===== src/rtl/rv_div_pkg.sv =====
// Shared definitions for the RV64M iterative divider: operation encodings,
// controller states and iteration counts.
package rv_div_pkg;

  localparam logic [1:0] OP_DIV  = 2'b00;
  localparam logic [1:0] OP_DIVU = 2'b01;
  localparam logic [1:0] OP_REM  = 2'b10;
  localparam logic [1:0] OP_REMU = 2'b11;

  localparam int N64   = 64;
  localparam int N32   = 32;
  localparam int CNT_W = $clog2(N64);

  typedef enum logic [1:0] {
    ST_IDLE,
    ST_CALC,
    ST_DONE
  } state_t;

endpackage


===== src/rtl/rv_div_step.sv =====
// One restoring-division iteration: shift the next dividend bit into the
// partial remainder and keep the trial subtraction when it does not borrow.
module rv_div_step #(
  parameter int XLEN = 64
) (
  input  logic [XLEN-1:0] i_rem,
  input  logic            i_bit,
  input  logic [XLEN-1:0] i_divisor,
  output logic [XLEN-1:0] o_rem,
  output logic            o_qBit
);

  logic [XLEN-1:0] w_low;
  logic [XLEN-1:0] w_diff;
  logic            w_carry;

  // Trial subtract as add of the inverted divisor with carry-in 1; a set top
  // remainder bit means the shifted value already exceeds any divisor.
  always_comb begin
    w_low             = {i_rem[XLEN-2:0], i_bit};
    {w_carry, w_diff} = {1'b0, w_low} + {1'b0, ~i_divisor} + {{XLEN{1'b0}}, 1'b1};
    o_qBit            = i_rem[XLEN-1] | w_carry;
    o_rem             = o_qBit ? w_diff : w_low;
  end

endmodule


===== src/rtl/rv_divider.sv =====
// Iterative restoring divider for DIV/DIVU/REM/REMU and their W forms,
// one quotient bit per cycle with a start/busy/done handshake.
module rv_divider
  import rv_div_pkg::*;
#(
  parameter int XLEN = 64
) (
  input  logic            clk,
  input  logic            rst_n,
  input  logic            start,
  input  logic [1:0]      op,
  input  logic            word,
  input  logic [XLEN-1:0] dividend,
  input  logic [XLEN-1:0] divisor,
  output logic            busy,
  output logic            done,
  output logic [XLEN-1:0] result
);

  localparam logic [XLEN-1:0] MIN_NEG = {1'b1, {(XLEN-1){1'b0}}};

  state_t           r_state;
  state_t           w_stateNext;
  logic [CNT_W-1:0] r_count;
  logic [XLEN-1:0]  r_rem;
  logic [XLEN-1:0]  r_quo;
  logic [XLEN-1:0]  r_div;
  logic [XLEN-1:0]  r_result;
  logic             r_selRem;
  logic             r_word;
  logic             r_signQ;
  logic             r_signR;

  logic             w_isSigned;
  logic             w_aNeg;
  logic             w_bNeg;
  logic             w_divZero;
  logic             w_overflow;
  logic             w_special;
  logic             w_accept;
  logic             w_stepQ;
  logic [XLEN-1:0]  w_aExt;
  logic [XLEN-1:0]  w_bExt;
  logic [XLEN-1:0]  w_aAbs;
  logic [XLEN-1:0]  w_bAbs;
  logic [XLEN-1:0]  w_aLoad;
  logic [XLEN-1:0]  w_specialRaw;
  logic [XLEN-1:0]  w_specialRes;
  logic [XLEN-1:0]  w_stepRem;
  logic [XLEN-1:0]  w_quoFinal;
  logic [XLEN-1:0]  w_quoSigned;
  logic [XLEN-1:0]  w_remSigned;
  logic [XLEN-1:0]  w_finalRaw;
  logic [XLEN-1:0]  w_finalRes;

  rv_div_step #(
    .XLEN(XLEN)
  ) u_step (
    .i_rem    (r_rem),
    .i_bit    (r_quo[XLEN-1]),
    .i_divisor(r_div),
    .o_rem    (w_stepRem),
    .o_qBit   (w_stepQ)
  );

  // Operand preparation at accept: width/sign extension, magnitudes and the
  // divide-by-zero / signed-overflow shortcuts that skip the iteration loop.
  always_comb begin
    w_isSigned = ~op[0];
    if (word) begin
      w_aExt = {{(XLEN-32){w_isSigned & dividend[31]}}, dividend[31:0]};
      w_bExt = {{(XLEN-32){w_isSigned & divisor[31]}}, divisor[31:0]};
    end else begin
      w_aExt = dividend;
      w_bExt = divisor;
    end
    w_aNeg  = w_isSigned & w_aExt[XLEN-1];
    w_bNeg  = w_isSigned & w_bExt[XLEN-1];
    w_aAbs  = w_aNeg ? -w_aExt : w_aExt;
    w_bAbs  = w_bNeg ? -w_bExt : w_bExt;
    // W forms park the 32-bit dividend at the top so 32 shifts consume it.
    w_aLoad = word ? {w_aAbs[31:0], {(XLEN-32){1'b0}}} : w_aAbs;

    w_divZero  = (w_bExt == '0);
    w_overflow = w_isSigned & (w_bExt == '1) &
                 (word ? (dividend[31:0] == 32'h8000_0000) : (dividend == MIN_NEG));
    w_special  = w_divZero | w_overflow;
    w_accept   = start & (r_state != ST_CALC);

    if (op[1]) begin
      w_specialRaw = w_divZero ? dividend : '0;
    end else begin
      w_specialRaw = w_divZero ? '1 : dividend;
    end
    w_specialRes = word ? {{(XLEN-32){w_specialRaw[31]}}, w_specialRaw[31:0]} : w_specialRaw;
  end

  // Final correction on the last iteration: restore signs, pick quotient or
  // remainder, and sign-extend bit 31 for W forms.
  always_comb begin
    w_quoFinal  = {r_quo[XLEN-2:0], w_stepQ};
    w_quoSigned = r_signQ ? -w_quoFinal : w_quoFinal;
    w_remSigned = r_signR ? -w_stepRem : w_stepRem;
    w_finalRaw  = r_selRem ? w_remSigned : w_quoSigned;
    w_finalRes  = r_word ? {{(XLEN-32){w_finalRaw[31]}}, w_finalRaw[31:0]} : w_finalRaw;
  end

  // Controller state register.
  always_ff @(posedge clk or negedge rst_n) begin
    if (!rst_n) begin
      r_state <= ST_IDLE;
    end else begin
      r_state <= w_stateNext;
    end
  end

  // Next-state and handshake outputs; DONE can accept a new request directly.
  always_comb begin
    w_stateNext = r_state;
    busy        = 1'b0;
    done        = 1'b0;
    case (r_state)
      ST_IDLE: begin
        if (start) begin
          w_stateNext = w_special ? ST_DONE : ST_CALC;
        end
      end
      ST_CALC: begin
        busy = 1'b1;
        if (r_count == '0) begin
          w_stateNext = ST_DONE;
        end
      end
      ST_DONE: begin
        done = 1'b1;
        if (start) begin
          w_stateNext = w_special ? ST_DONE : ST_CALC;
        end else begin
          w_stateNext = ST_IDLE;
        end
      end
      default: w_stateNext = ST_IDLE;
    endcase
  end

  // Datapath: latch operands on accept, iterate while calculating, and
  // register the result on entry to DONE so it holds until the next one.
  always_ff @(posedge clk or negedge rst_n) begin
    if (!rst_n) begin
      r_count  <= '0;
      r_rem    <= '0;
      r_quo    <= '0;
      r_div    <= '0;
      r_result <= '0;
      r_selRem <= 1'b0;
      r_word   <= 1'b0;
      r_signQ  <= 1'b0;
      r_signR  <= 1'b0;
    end else if (w_accept) begin
      r_selRem <= op[1];
      r_word   <= word;
      r_signQ  <= w_aNeg ^ w_bNeg;
      r_signR  <= w_aNeg;
      r_rem    <= '0;
      r_quo    <= w_aLoad;
      r_div    <= w_bAbs;
      r_count  <= word ? CNT_W'(N32 - 1) : CNT_W'(N64 - 1);
      if (w_special) begin
        r_result <= w_specialRes;
      end
    end else if (r_state == ST_CALC) begin
      r_rem   <= w_stepRem;
      r_quo   <= {r_quo[XLEN-2:0], w_stepQ};
      r_count <= r_count - 1'b1;
      if (r_count == '0) begin
        r_result <= w_finalRes;
      end
    end
  end

  assign result = r_result;

endmodule


===== config.mk =====
export PLATFORM = sky130hd
export DESIGN_NAME = rv_divider
export DESIGN_NICKNAME = d
export VERILOG_FILES = /design/src/rtl/rv_div_pkg.sv /design/src/rtl/rv_div_step.sv /design/src/rtl/rv_divider.sv
export SDC_FILE = /design/constraint.sdc
export NUM_CORES = 1
export LEC_CHECK = 0
export ABC_AREA = 1
export CAP_MARGIN = 5
export CORE_MARGIN = 2
export CORE_UTILIZATION = 30
export CTS_CLUSTER_DIAMETER = 200
export CTS_CLUSTER_SIZE = 20
export DETAILED_ROUTE_END_ITERATION = 7
export PLACE_DENSITY = 0.5
export SLEW_MARGIN = 0
export SYNTH_ARGS = -nofsm -noshare
export SYNTH_HDL_FRONTEND = slang
export SYNTH_SLANG_ARGS = --single-unit

===== constraint.sdc =====
create_clock -name clk -period 4.5 [get_ports clk]
set_clock_uncertainty 0.05 [all_clocks]
set_input_delay 0.675 -clock clk [delete_from_list [all_inputs] [get_ports clk]]
set_output_delay 0.675 -clock clk [all_outputs]
set_load 0.03 [all_outputs]

After elaboration in Yosys (flattened, before gate mapping)

Cells that the tools add are included.

Register bits: 268
Bits of input ports: 134
Output and inout bits: 66
Logic and storage cells: 78

Add/sub/neg operators: 7
Equality and inequality tests: 9
Muxes and demuxes: 33
Bitwise logic cells: 12
Reduce and logical (&&, ||, !) cells: 7

Operator list:

| cell                                                                   | count |
|---|---|
| 64-bit 2-to-1 mux                                                      | 22 |
| 64-bit negator                                                         | 4 |
| 64-bit equality test (second input constant)                           | 2 |
| 64-bit by 64-bit adder with 65-bit output                              | 1 |
| 65-bit by 1-bit adder with 65-bit output (second input constant)       | 1 |
| 64-bit logical NOT                                                     | 1 |
| 64-bit NOT                                                             | 1 |
| 32-bit equality test (second input constant)                           | 1 |
| 6-bit 2-to-1 mux                                                       | 3 |
| 2-bit 2-to-1 mux                                                       | 4 |
| 1-bit bitwise AND                                                      | 7 |
| 6-bit logical NOT                                                      | 1 |
| 2-bit != test (second input constant)                                  | 3 |
| 2-bit one-hot mux with 3 select lines                                  | 1 |
| 6-bit by 1-bit subtractor with 6-bit output (second input constant)    | 1 |
| 2-bit nonzero test                                                     | 2 |
| 1-bit 2-to-1 mux                                                       | 3 |
| 3-bit AND reduction                                                    | 1 |
| 2-bit by 1-bit equality test with 1-bit output (second input constant) | 1 |
| 2-bit equality test (second input constant)                            | 1 |
| 2-bit logical NOT                                                      | 1 |
| 2-bit by 1-bit != test with 1-bit output (second input constant)       | 1 |
| 1-bit OR                                                               | 2 |
| 2-bit AND reduction                                                    | 1 |
| 2 further kinds                                                        | 2 |

Depth between registers and ports, before layout

Gate-level depths: netlist of run 1.

Depth in word-level cells: 12
Depth in mapped cells: 35
Depth with buffers taken out: 32

Modules after synthesis

Synthesis of run 1 repeated with hierarchy kept, for this count alone.

Cells, all modules: 5165
Area total of the unflattened synthesis: 28990.3 µm²

By module, submodules not included:

| module      | times used | cells an instance | area each (µm²) | sequential area each (µm²) |
|---|---|---|---|---|
| rv_divider  | 1          | 3567              | 21700.8         | 6706.4 |
| rv_div_step | 1          | 1598              | 7289.5          | 0.0 |

Worst setup path after synthesis of run 1

Ideal clock, no wire load.

Path kind: register to register
Start: register r_rem[29]
End: register r_result[56], in the netlist result[56]
Arrival time: 4.147 ns
Setup slack: 0.182 ns
Stages on the path, launching flop included: 31
Buffers on the path: 3
Period minus slack after synthesis: 4.318 ns
Cells stage by stage: dfrtp_1 -> ha_1 -> nand2_1 -> inv_1 -> a21oi_2 -> nand2_1 -> a21oi_1 -> nand2_2 -> nand2_2 -> nand2_4 -> buf_8 -> inv_4 -> buf_4 -> buf_2 -> ha_1 -> inv_1 -> nor2_1 -> nand3_1 -> nand3b_1 -> o21ai_0 -> nand2_1 -> a21oi_1 -> o21ai_0 -> a21oi_1 -> inv_1 -> a21oi_1 -> a21oi_1 -> o21ai_0 -> nand2_1 -> nand2_1 -> a21oi_1

Cells in the longest elaborated chain, start to end: 11
Elaborated cells on any way between the ends: 13
Classes of those cells: 4 x add/sub; 8 x mux; 1 x bitwise

RTL lines:

| element                                   | line              | text |
|---|---|---|
| from (decl)                               | rv_divider.sv:25  | `logic [XLEN-1:0] r_rem;` |
| from (signal assigned)                    | rv_divider.sv:172 | `r_rem <= w_stepRem;` |
| 64-bit by 64-bit adder with 65-bit output | rv_div_step.sv:21 | `{w_carry, w_diff} = {1'b0, w_low} + {1'b0, ~i_divisor} + {{XLEN{1'b0}}, 1'b1};` |
| 65-bit by 1-bit adder with 65-bit output  | rv_div_step.sv:21 |  |
| 1-bit OR                                  | rv_div_step.sv:22 | `o_qBit = i_rem[XLEN-1] \| w_carry;` |
| 64-bit 2-to-1 mux                         | rv_div_step.sv:23 | `o_rem = o_qBit ? w_diff : w_low;` |
| 64-bit negator                            | rv_divider.sv:103 | `w_remSigned = r_signR ? -w_stepRem : w_stepRem;` |
| 64-bit 2-to-1 mux                         | rv_divider.sv:103 |  |
| 64-bit 2-to-1 mux (*)                     | rv_divider.sv:104 | `w_finalRaw = r_selRem ? w_remSigned : w_quoSigned;` |
| 64-bit 2-to-1 mux (*)                     | rv_divider.sv:105 | `w_finalRes = r_word ? {{(XLEN-32){w_finalRaw[31]}}, w_finalRaw[31:0]} : w_finalRaw;` |
| 64-bit 2-to-1 mux (*)                     | rv_divider.sv:175 | `if (r_count == '0) begin` |
| 64-bit 2-to-1 mux (*)                     | rv_divider.sv:171 | `end else if (r_state == ST_CALC) begin` |
| 64-bit 2-to-1 mux (*)                     | rv_divider.sv:159 | `end else if (w_accept) begin` |
| to (signal assigned)                      | rv_divider.sv:169 | `r_result <= w_specialRes;` |
| to (signal assigned)                      | rv_divider.sv:176 | `r_result <= w_finalRes;` |
| to (decl)                                 | rv_divider.sv:28  | `logic [XLEN-1:0] r_result;` |

Mark *: on every way between the ends. The rest lies on a longest branch, timed or not. The select of a mux whose other input is x is not followed.
A chain may end at the register's enable or synchronous reset.

Worst setup path in the final report of run 1

Start: register r_rem[32]
End: register r_result[38], in the netlist result[38]

Same word-level chain as after synthesis.

==> summary by stage, run 1 <==
Global route
Entering global routing, the biggest net connects 163 pins. The busiest metal layer after global routing is met2. The initial antenna violation count is 2.

The met1 track demand over resource in global routing is 0.396. For this run, the total global-route usage over all layers was measured as 0.279. The via count of the first global-routing pass is 31100.

The wire length of the first global-routing pass is 199 mm. Summed over all layers, the global routing overflow is 0. The met2 routing resource usage after global routing is 0.448. In the global route stage, met3 resource usage came out at 0.0324.

Place
At the end of routability-driven placement, the weighted congestion stood at 0.998. Summing all placed instances gives a cell area of 33800 um^2. The placed wire-length estimate after detailed placement is 111 mm.

The number of buffer cells added on primary ports is 199.

Worst setup path
The critical path data arrival time is 4730 ps. The endpoint identified for the worst register-to-register timing path is result[38]$_DFFE_PN0P_. The worst setup path is captured at a flop. The critical path in this run is classified as reg -> reg. Measured in cells, the most critical reg-to-reg path has a length of 27.

The startpoint of the worst register-to-register path is r_rem[32]$_DFFE_PN0P_. At the worst endpoint, the required time is 4930 ps. Of all nets on the critical path, the largest fanout is 11. The internal reg-to-reg setup slack is 200 ps. The type of element launching the critical path is a flop.

Logic synthesis
In this run the mean area of a mapped cell was 5.87 um^2. After synthesis, the netlist uses 66 different library cells. The total nets after synthesis is 4909.

The sequential fraction of the synthesis area is 0.243. The most used flip-flop cell after synthesis is sky130_fd_sc_hd__dfrtp_1. In the synthesized netlist the async set-or-reset flop fraction comes to 1.00. The area of the mapped netlist is 27600 um^2. The Yosys warning count is 0. After synthesis the netlist holds a flip-flop and latch count of 268. The cell count after synthesis came out at 4703. The synthesized design contains 0 enable-type register cells.

Drt
The post-detailed-route DRC marker count is 0. The first detailed-routing pass ran for 8 iterations. Using the TritonRoute via totals, the vias-per-cell ratio works out to 5.15. Dividing the detail-routed wire length by the instance count gives 21.1 um.

The final wirelength is 135 mm. The final antenna-violating net count is 0. The initial detailed-routing violation count is 3264. The overall via count from detail_route is 32900.

Cells and area
The synthesis-to-finish area growth is 26.6%. Leaving out fill and tap cells, the most frequent cell in the layout is sky130_fd_sc_hd__nand2_1. The share of final-layout standard cells stronger than drive strength 1 is 0.138. The final layout contains 5408 nets. The area of all placed cells without fillers is 34900 um^2. The library cells used most frequently in the layout, excluding fill and tap cells, are 1336 x sky130_fd_sc_hd__nand2_1, 677 x sky130_fd_sc_hd__inv_1, 485 x sky130_fd_sc_hd__nor2_1.

STA
The number of pins exceeding their max-slew limit in the final report was 0. The final hold violation count was 0. The maximum achievable frequency is 0.232 GHz. The total negative slack for setup checks is 0 ps. The worst pin sits at a relative slew slack of 0.257.

The number of failing setup endpoints in the final timing report is 0. The time the final worst path needs with I/O delays and setup is 4300 ps. The final cycle utilization of the critical path is 0.956. At the pin with the least slew margin, the transition time is 1110 ps.

Clock tree
The maximum count of clock buffers along a single path is 3. The clock slew at the register clock pins of the worst setup and hold paths is 100 ps. The cell sitting at the root of the clock tree is a sky130_fd_sc_hd__clkbuf_16. The number of CTS-inserted buffers is 17. For this design, the CTS-stage hold fixing added 0 buffers. CTS built an H-tree with a depth of 1.

The later pin in the worst-skew pair is clocked with a latency of 560 ps. The clock sink count is 268. TritonCTS built the clock tree.

Die
The row count is 111. The core region is 91400 um^2. The area of the die is 94400 um^2.

The initial utilization of the core area, before any placement, comes to 0.302. The height of the die is 307 um. In this run the horizontal extent of the chip is 307 um. The count of boundary I/O pins is 200.

Status
The run finished with clean final reports.

Hold path
The worst hold path class is in -> async.

Job
Max-cap violations in this run came to 0.
[how the worst max path moves through the flow]
stage          depth (start not counted)  slack [ps]                endpoint             startpoint
3_5_place_dp                          24        -520  result[44]$_DFFE_PN0P_            dividend[0]
6_report                              27         200  result[38]$_DFFE_PN0P_  r_rem[32]$_DFFE_PN0P_
2_1_floorplan                         30         180  result[56]$_DFFE_PN0P_  r_rem[29]$_DFFE_PN0P_
5_1_grt                               26         -30  result[37]$_DFFE_PN0P_  r_rem[46]$_DFFE_PN0P_
4_1_cts                               30          20  result[56]$_DFFE_PN0P_  r_quo[63]$_DFFE_PN0P_
3_3_place_gp                          24        -580  result[36]$_DFFE_PN0P_            dividend[0]
[registers in the layout, indices dropped and copies added (netlist names), 2 cells and up]
name / flops
r_count: 6
r_div: 64
r_quo: 64
r_rem: 64
r_state: 2
result: 64
[stage by stage]
stage	worst slack [ps]	hold slack (ps)	utilization	instances
after floorplan	182	329	-	4703
after global placement	-577	417	0.370	6362
after detailed placement	-521	420	0.370	6362
after CTS	17.3	186	0.377	6384
after global routing	-28.2	204	0.382	6390
final	199	122	0.382	6391
[cell type report]
class / instances / area (um^2)
well taps: 1186 / 1480
diodes: 1 / 2.50
flip-flops and latches: 268 / 6730
fillers: 10200 / 56500
clock inverters: 2 / 25.0
multi-input cells: 3547 / 17900
repair buffers: 655 / 5680
clock buffers: 19 / 433
inverters: 713 / 2690
[metal layers]
metal	share of wire	wire length (um)
met1	0.45	61100
met3	0.073	9840
met2	0.44	59600
met5	0	0
met4	0.030	4010
[Yosys cell counts (3+ instances only)]
| cell type | instances | share of area |
|---|---|---|
| sky130_fd_sc_hd__inv_1 | 688 | 0.094 |
| sky130_fd_sc_hd__nand3b_1 | 11 | 0.0030 |
| sky130_fd_sc_hd__nand2_2 | 24 | 0.0054 |
| sky130_fd_sc_hd__o221ai_1 | 13 | 0.0041 |
| sky130_fd_sc_hd__buf_2 | 33 | 0.0060 |
| sky130_fd_sc_hd__nand4_1 | 46 | 0.010 |
| sky130_fd_sc_hd__nand3_1 | 315 | 0.057 |
| sky130_fd_sc_hd__clkbuf_1 | 110 | 0.015 |
| sky130_fd_sc_hd__a221oi_1 | 6 | 0.0019 |
| sky130_fd_sc_hd__buf_12 | 3 | 0.0022 |
| sky130_fd_sc_hd__a22oi_1 | 22 | 0.0060 |
| sky130_fd_sc_hd__or2_2 | 9 | 0.0020 |
| sky130_fd_sc_hd__and2_1 | 6 | 0.0014 |
| sky130_fd_sc_hd__nand3_2 | 12 | 0.0044 |
| sky130_fd_sc_hd__o31ai_1 | 10 | 0.0027 |
| sky130_fd_sc_hd__nor2_2 | 29 | 0.0066 |
| sky130_fd_sc_hd__buf_4 | 10 | 0.0027 |
| sky130_fd_sc_hd__o21bai_1 | 11 | 0.0030 |
| sky130_fd_sc_hd__nor4_1 | 34 | 0.0077 |
| sky130_fd_sc_hd__xnor2_1 | 30 | 0.0095 |
| sky130_fd_sc_hd__o21ai_1 | 18 | 0.0033 |
| sky130_fd_sc_hd__buf_1 | 15 | 0.0020 |
| sky130_fd_sc_hd__o22ai_1 | 43 | 0.0097 |
| sky130_fd_sc_hd__inv_2 | 18 | 0.0024 |
| sky130_fd_sc_hd__maj3_1 | 24 | 0.0087 |
| sky130_fd_sc_hd__nor3_1 | 73 | 0.013 |
| sky130_fd_sc_hd__o211ai_1 | 20 | 0.0054 |
| sky130_fd_sc_hd__clkinv_1 | 6 | 0.00082 |
| sky130_fd_sc_hd__o41ai_1 | 6 | 0.0019 |
| sky130_fd_sc_hd__a32o_1 | 9 | 0.0033 |
| sky130_fd_sc_hd__nor2_1 | 515 | 0.070 |
| sky130_fd_sc_hd__a21oi_1 | 326 | 0.059 |
| sky130_fd_sc_hd__ha_1 | 71 | 0.032 |
| sky130_fd_sc_hd__a31oi_1 | 16 | 0.0036 |
| sky130_fd_sc_hd__dfrtp_1 | 268 | 0.24 |
| sky130_fd_sc_hd__nand2_1 | 1364 | 0.19 |
| sky130_fd_sc_hd__xor2_1 | 106 | 0.034 |
| sky130_fd_sc_hd__o21ai_0 | 345 | 0.063 |
[worst max-delay path, cell delays in order, from the launching register on]
cell and delay (ps):
sky130_fd_sc_hd__dfrtp_2 480, sky130_fd_sc_hd__ha_4 290, sky130_fd_sc_hd__buf_4 130, sky130_fd_sc_hd__nand2_1 90, sky130_fd_sc_hd__inv_1 80, sky130_fd_sc_hd__nand2_1 110, sky130_fd_sc_hd__nor2_2 160, sky130_fd_sc_hd__nand2_1 120
sky130_fd_sc_hd__nor3b_2 170, sky130_fd_sc_hd__buf_4 160, sky130_fd_sc_hd__nand2_4 70, sky130_fd_sc_hd__nand2_4 110, sky130_fd_sc_hd__buf_8 180, sky130_fd_sc_hd__bufbuf_16 320, sky130_fd_sc_hd__nand3_2 180, sky130_fd_sc_hd__nand2_4 140
sky130_fd_sc_hd__nand2_1 90, sky130_fd_sc_hd__nor2_2 140, sky130_fd_sc_hd__nand2_1 100, sky130_fd_sc_hd__nand2_2 80, sky130_fd_sc_hd__nand3_4 150, sky130_fd_sc_hd__buf_4 180, sky130_fd_sc_hd__a21oi_1 110, sky130_fd_sc_hd__o21ai_1 100
sky130_fd_sc_hd__a21oi_1 140, sky130_fd_sc_hd__buf_4 150, sky130_fd_sc_hd__nor2_2 50, sky130_fd_sc_hd__nor2_1 70
[what timing repair did]
item | 4_1_cts | 5_1_grt
setup buffers | 0 | 5
endpoints found under the hold margin | 0 | 0
pin swaps | 1 | 19
endpoints found under the setup margin | 35 | 51
gates resized for setup | 22 | 129
gates cloned | 1 | 1
[cell families (layout without fill, tap and decap cells)]
kind of cell	Yosys count	count (layout)	share of synthesized area
flops	268	268	0.243
other cells	0	1	0
compound gates	861	861	0.173
fa+ha+maj	96	96	0.0416
buf+inv	888	1389	0.127
xor+xnor	136	136	0.0432
mux	1	1	0.000408
simple gates	2453	2453	0.372
Power of run 1 is not shown: default switching activity piles up to over one toggle a cycle in this logic, so the estimate is an artifact.
==> run 2: changes to the inputs <==
Settings changed: CELL_PAD_IN_SITES_DETAIL_PLACEMENT set to 1, CELL_PAD_IN_SITES_GLOBAL_PLACEMENT set to 2, CORE_UTILIZATION 30 to 29, CTS_CLUSTER_SIZE 20 to 30, PLACE_DENSITY 0.5 to 0.8.
==> run 2 against run 1 <==
Fmax down 2.0%. Critical path depth down 1. Sequential share of layout area down 0.33 points. Register-to-register slack worse by 90 ps. Global-route usage up 1.5 points. Setup slack worse by 88 ps. Via count up 3.5%. Wire length up 10%. Count of clock-buffer cells in the layout down 3. Utilization down 0.64 points. Hold slack worse by 64 ps. Design area up 1.8%. Critical path type unchanged.
==> summary by stage, run 2 (synthesized netlist as in run 1, its figures left out) <==
Status
The flow ran to the end, and the final reports show no timing, DRC or antenna violations.

STA
The final cycle utilization of the critical path is 0.975. The worst setup margin is 111 ps. The tightest hold path in the finished design has a slack of 58.0 ps. Counting I/O delays and the setup requirement, the final critical path takes 4390 ps. Setup repair after global routing could not meet its margin everywhere. The number of pins exceeding their max-slew limit in the final report came to 0. Derived from the worst setup path, the maximum achievable clock frequency is 0.228 GHz. The final hold violation count is 0. For the pin with the worst max-slew slack, the measured transition is 1080 ps. Setup violations remaining at the end of the flow were counted as 0. The worst pin sits at a relative slew slack of 0.277.

Clock tree
In this run, CTS created clock tree buffers numbering 12. The TritonCTS clock tree is done. After clock tree synthesis, the flow added hold-fix buffers numbering 0.

CTS placed an instance of sky130_fd_sc_hd__clkbuf_16 at the clock tree root. The maximum count of clock buffers along a single path is 3. CTS saw 268 sinks.

At the later pin of the worst-skew pair, clock insertion delay measures 570 ps. The number of levels the H-tree was split into is 1. The clock slew at the register clock pins of the worst setup and hold paths is 150 ps.

Job
The number of maximum-capacitance violations is 0.

Global route
The first global-routing pass estimated 218 mm of wire. Entering global routing, the biggest net connects 155 pins. The via count of the first global-routing pass came to 33700. The initial antenna violation count was 12. The total congestion overflow after global routing is 0.

The overall global routing resource usage is 0.294.

Worst setup path
The type of the setup path with the least slack is reg -> reg. The nature of the critical path endpoint is a flop. In this run the critical register-to-register path is captured at result[45]$_DFFE_PN0P_. The startpoint of the worst register-to-register path is r_rem[48]$_DFFE_PN0P_.

The type of element launching the critical path is a flop. The internal reg-to-reg setup slack is 110 ps. The critical path data arrival time is 4850 ps. The required time of the worst setup path is 4960 ps. Of all nets on the critical path, the largest fanout is 30. The worst register-to-register path has a depth of 26.

Place
Before CTS, the worst setup slack after placement is -456 ps. Detailed placement ended at an HPWL of 123 mm. Once placement completed, the tool counted placed cells totaling 6493. The global placement routability congestion is 0.991.

Input and output buffers added on the ports amount to 199.

Cells and area
The commonest non-fill, non-tap cell in the layout is sky130_fd_sc_hd__nand2_1. In the layout the commonest cells are 1336 x sky130_fd_sc_hd__nand2_1, 677 x sky130_fd_sc_hd__inv_1, 493 x sky130_fd_sc_hd__nor2_1. The final standard cell utilization of the core is 0.376. Compared with the post-synthesis result, the final layout area differs by 28.8%. The share of final-layout standard cells stronger than drive strength 1 is 0.148. Leaving out filler cells and counting taps, the final layout contains 6528.

After the last flow step, the layout net total stands at 5465. The filler cells instantiated in the layout total 12600.

Drt
The routed wirelength normalized by instance count is 22.7 um. The post-detailed-route DRC marker count is 0. Summing over every cut layer, the via total after detailed routing is 34100. The initial detailed-routing violation count is 2751.

Summed over all layers, the routed wires come to 148 mm. Using the TritonRoute via totals, the vias-per-cell ratio works out to 5.22. The first-pass iteration count of the detailed router is 5. In this run the remaining antenna-violating nets after routing total 0.

Die
The floorplan core area is 94600 um^2. The area of the die is 97600 um^2. For this configuration, the core starts out at a cell density of 0.292. The floorplan die width is 312 um.

The row count is 113. From bottom edge to top edge, the die measures 312 um. The count of boundary I/O pins is 200.

Hold path
The worst hold path class is in -> async.
[run 2: worst max path at each step]
stage	depth (start not counted)	end	slack, ps	from
floorplan	30	result[56]$_DFFE_PN0P_	180	r_rem[29]$_DFFE_PN0P_
global placement	23	result[55]$_DFFE_PN0P_	-470	r_div[63]$_DFFE_PN0P_
detailed placement	28	result[55]$_DFFE_PN0P_	-460	r_quo[63]$_DFFE_PN0P_
CTS	24	result[60]$_DFFE_PN0P_	2	r_div[49]$_DFFE_PN0P_
global route	31	result[58]$_DFFE_PN0P_	-50	r_div[49]$_DFFE_PN0P_
finish	26	result[45]$_DFFE_PN0P_	110	r_rem[48]$_DFFE_PN0P_
[run 2: timing repair]
action                     CTS  global route
pin swaps                    1            14
hold endpoints to repair     0             0
buffers inserted             1            14
setup endpoints to repair   43            51
cloned                       1             1
gates resized for setup     22           130
[run 2: worst max-delay path: stages (launching register included)]
cell and delay (ps):
sky130_fd_sc_hd__dfrtp_1 490, sky130_fd_sc_hd__ha_1 370, sky130_fd_sc_hd__buf_4 170, sky130_fd_sc_hd__nand2_2 90, sky130_fd_sc_hd__nor2_4 140, sky130_fd_sc_hd__nand2_2 120, sky130_fd_sc_hd__nor4_4 370, sky130_fd_sc_hd__a21oi_4 130
sky130_fd_sc_hd__buf_4 160, sky130_fd_sc_hd__buf_8 170, sky130_fd_sc_hd__nand3_1 110, sky130_fd_sc_hd__nand2_1 100, sky130_fd_sc_hd__buf_4 140, sky130_fd_sc_hd__inv_1 60, sky130_fd_sc_hd__nand2_1 60, sky130_fd_sc_hd__nor2_2 120
sky130_fd_sc_hd__nand2_2 120, sky130_fd_sc_hd__nand2_2 110, sky130_fd_sc_hd__nand3_1 140, sky130_fd_sc_hd__nor2_2 200, sky130_fd_sc_hd__buf_12 140, sky130_fd_sc_hd__nand2_1 50, sky130_fd_sc_hd__nand2_1 60, sky130_fd_sc_hd__nand3_1 180
sky130_fd_sc_hd__nand2_1 230, sky130_fd_sc_hd__nand2_1 90, sky130_fd_sc_hd__a21oi_1 160
[run 2: layer usage]
metal | GRT usage | part of all wire
met2 | 0.465 | 0.44
met3 | 0.0347 | 0.060
met5 | 0 | 0.000047
met4 | 0.0719 | 0.028
met1 | 0.424 | 0.47
[run 2: through the flow]
step / setup TNS [ps] / instance area (um^2)
5_1_grt: -95.2 / 35500
6_report: 0 / 35600
2_1_floorplan: 0 / 27600
3_5_place_dp: -8090 / 34400
4_1_cts: 0 / 34900
3_3_place_gp: -7850 / 34400
[run 2: area by class of cell]
class / instances / area, um^2 / share of cell area
timing repair buffer: 717 / 6230 / 0.175
inverter: 713 / 2680 / 0.0755
tap: 1265 / 1580 / 0.0445
sequential: 268 / 6730 / 0.189
antenna: 2 / 5.00 / 0.000141
clock buffer: 16 / 347 / 0.00975
multi-input combinational: 3547 / 18000 / 0.506
Power of run 2 is left out for the same reason.
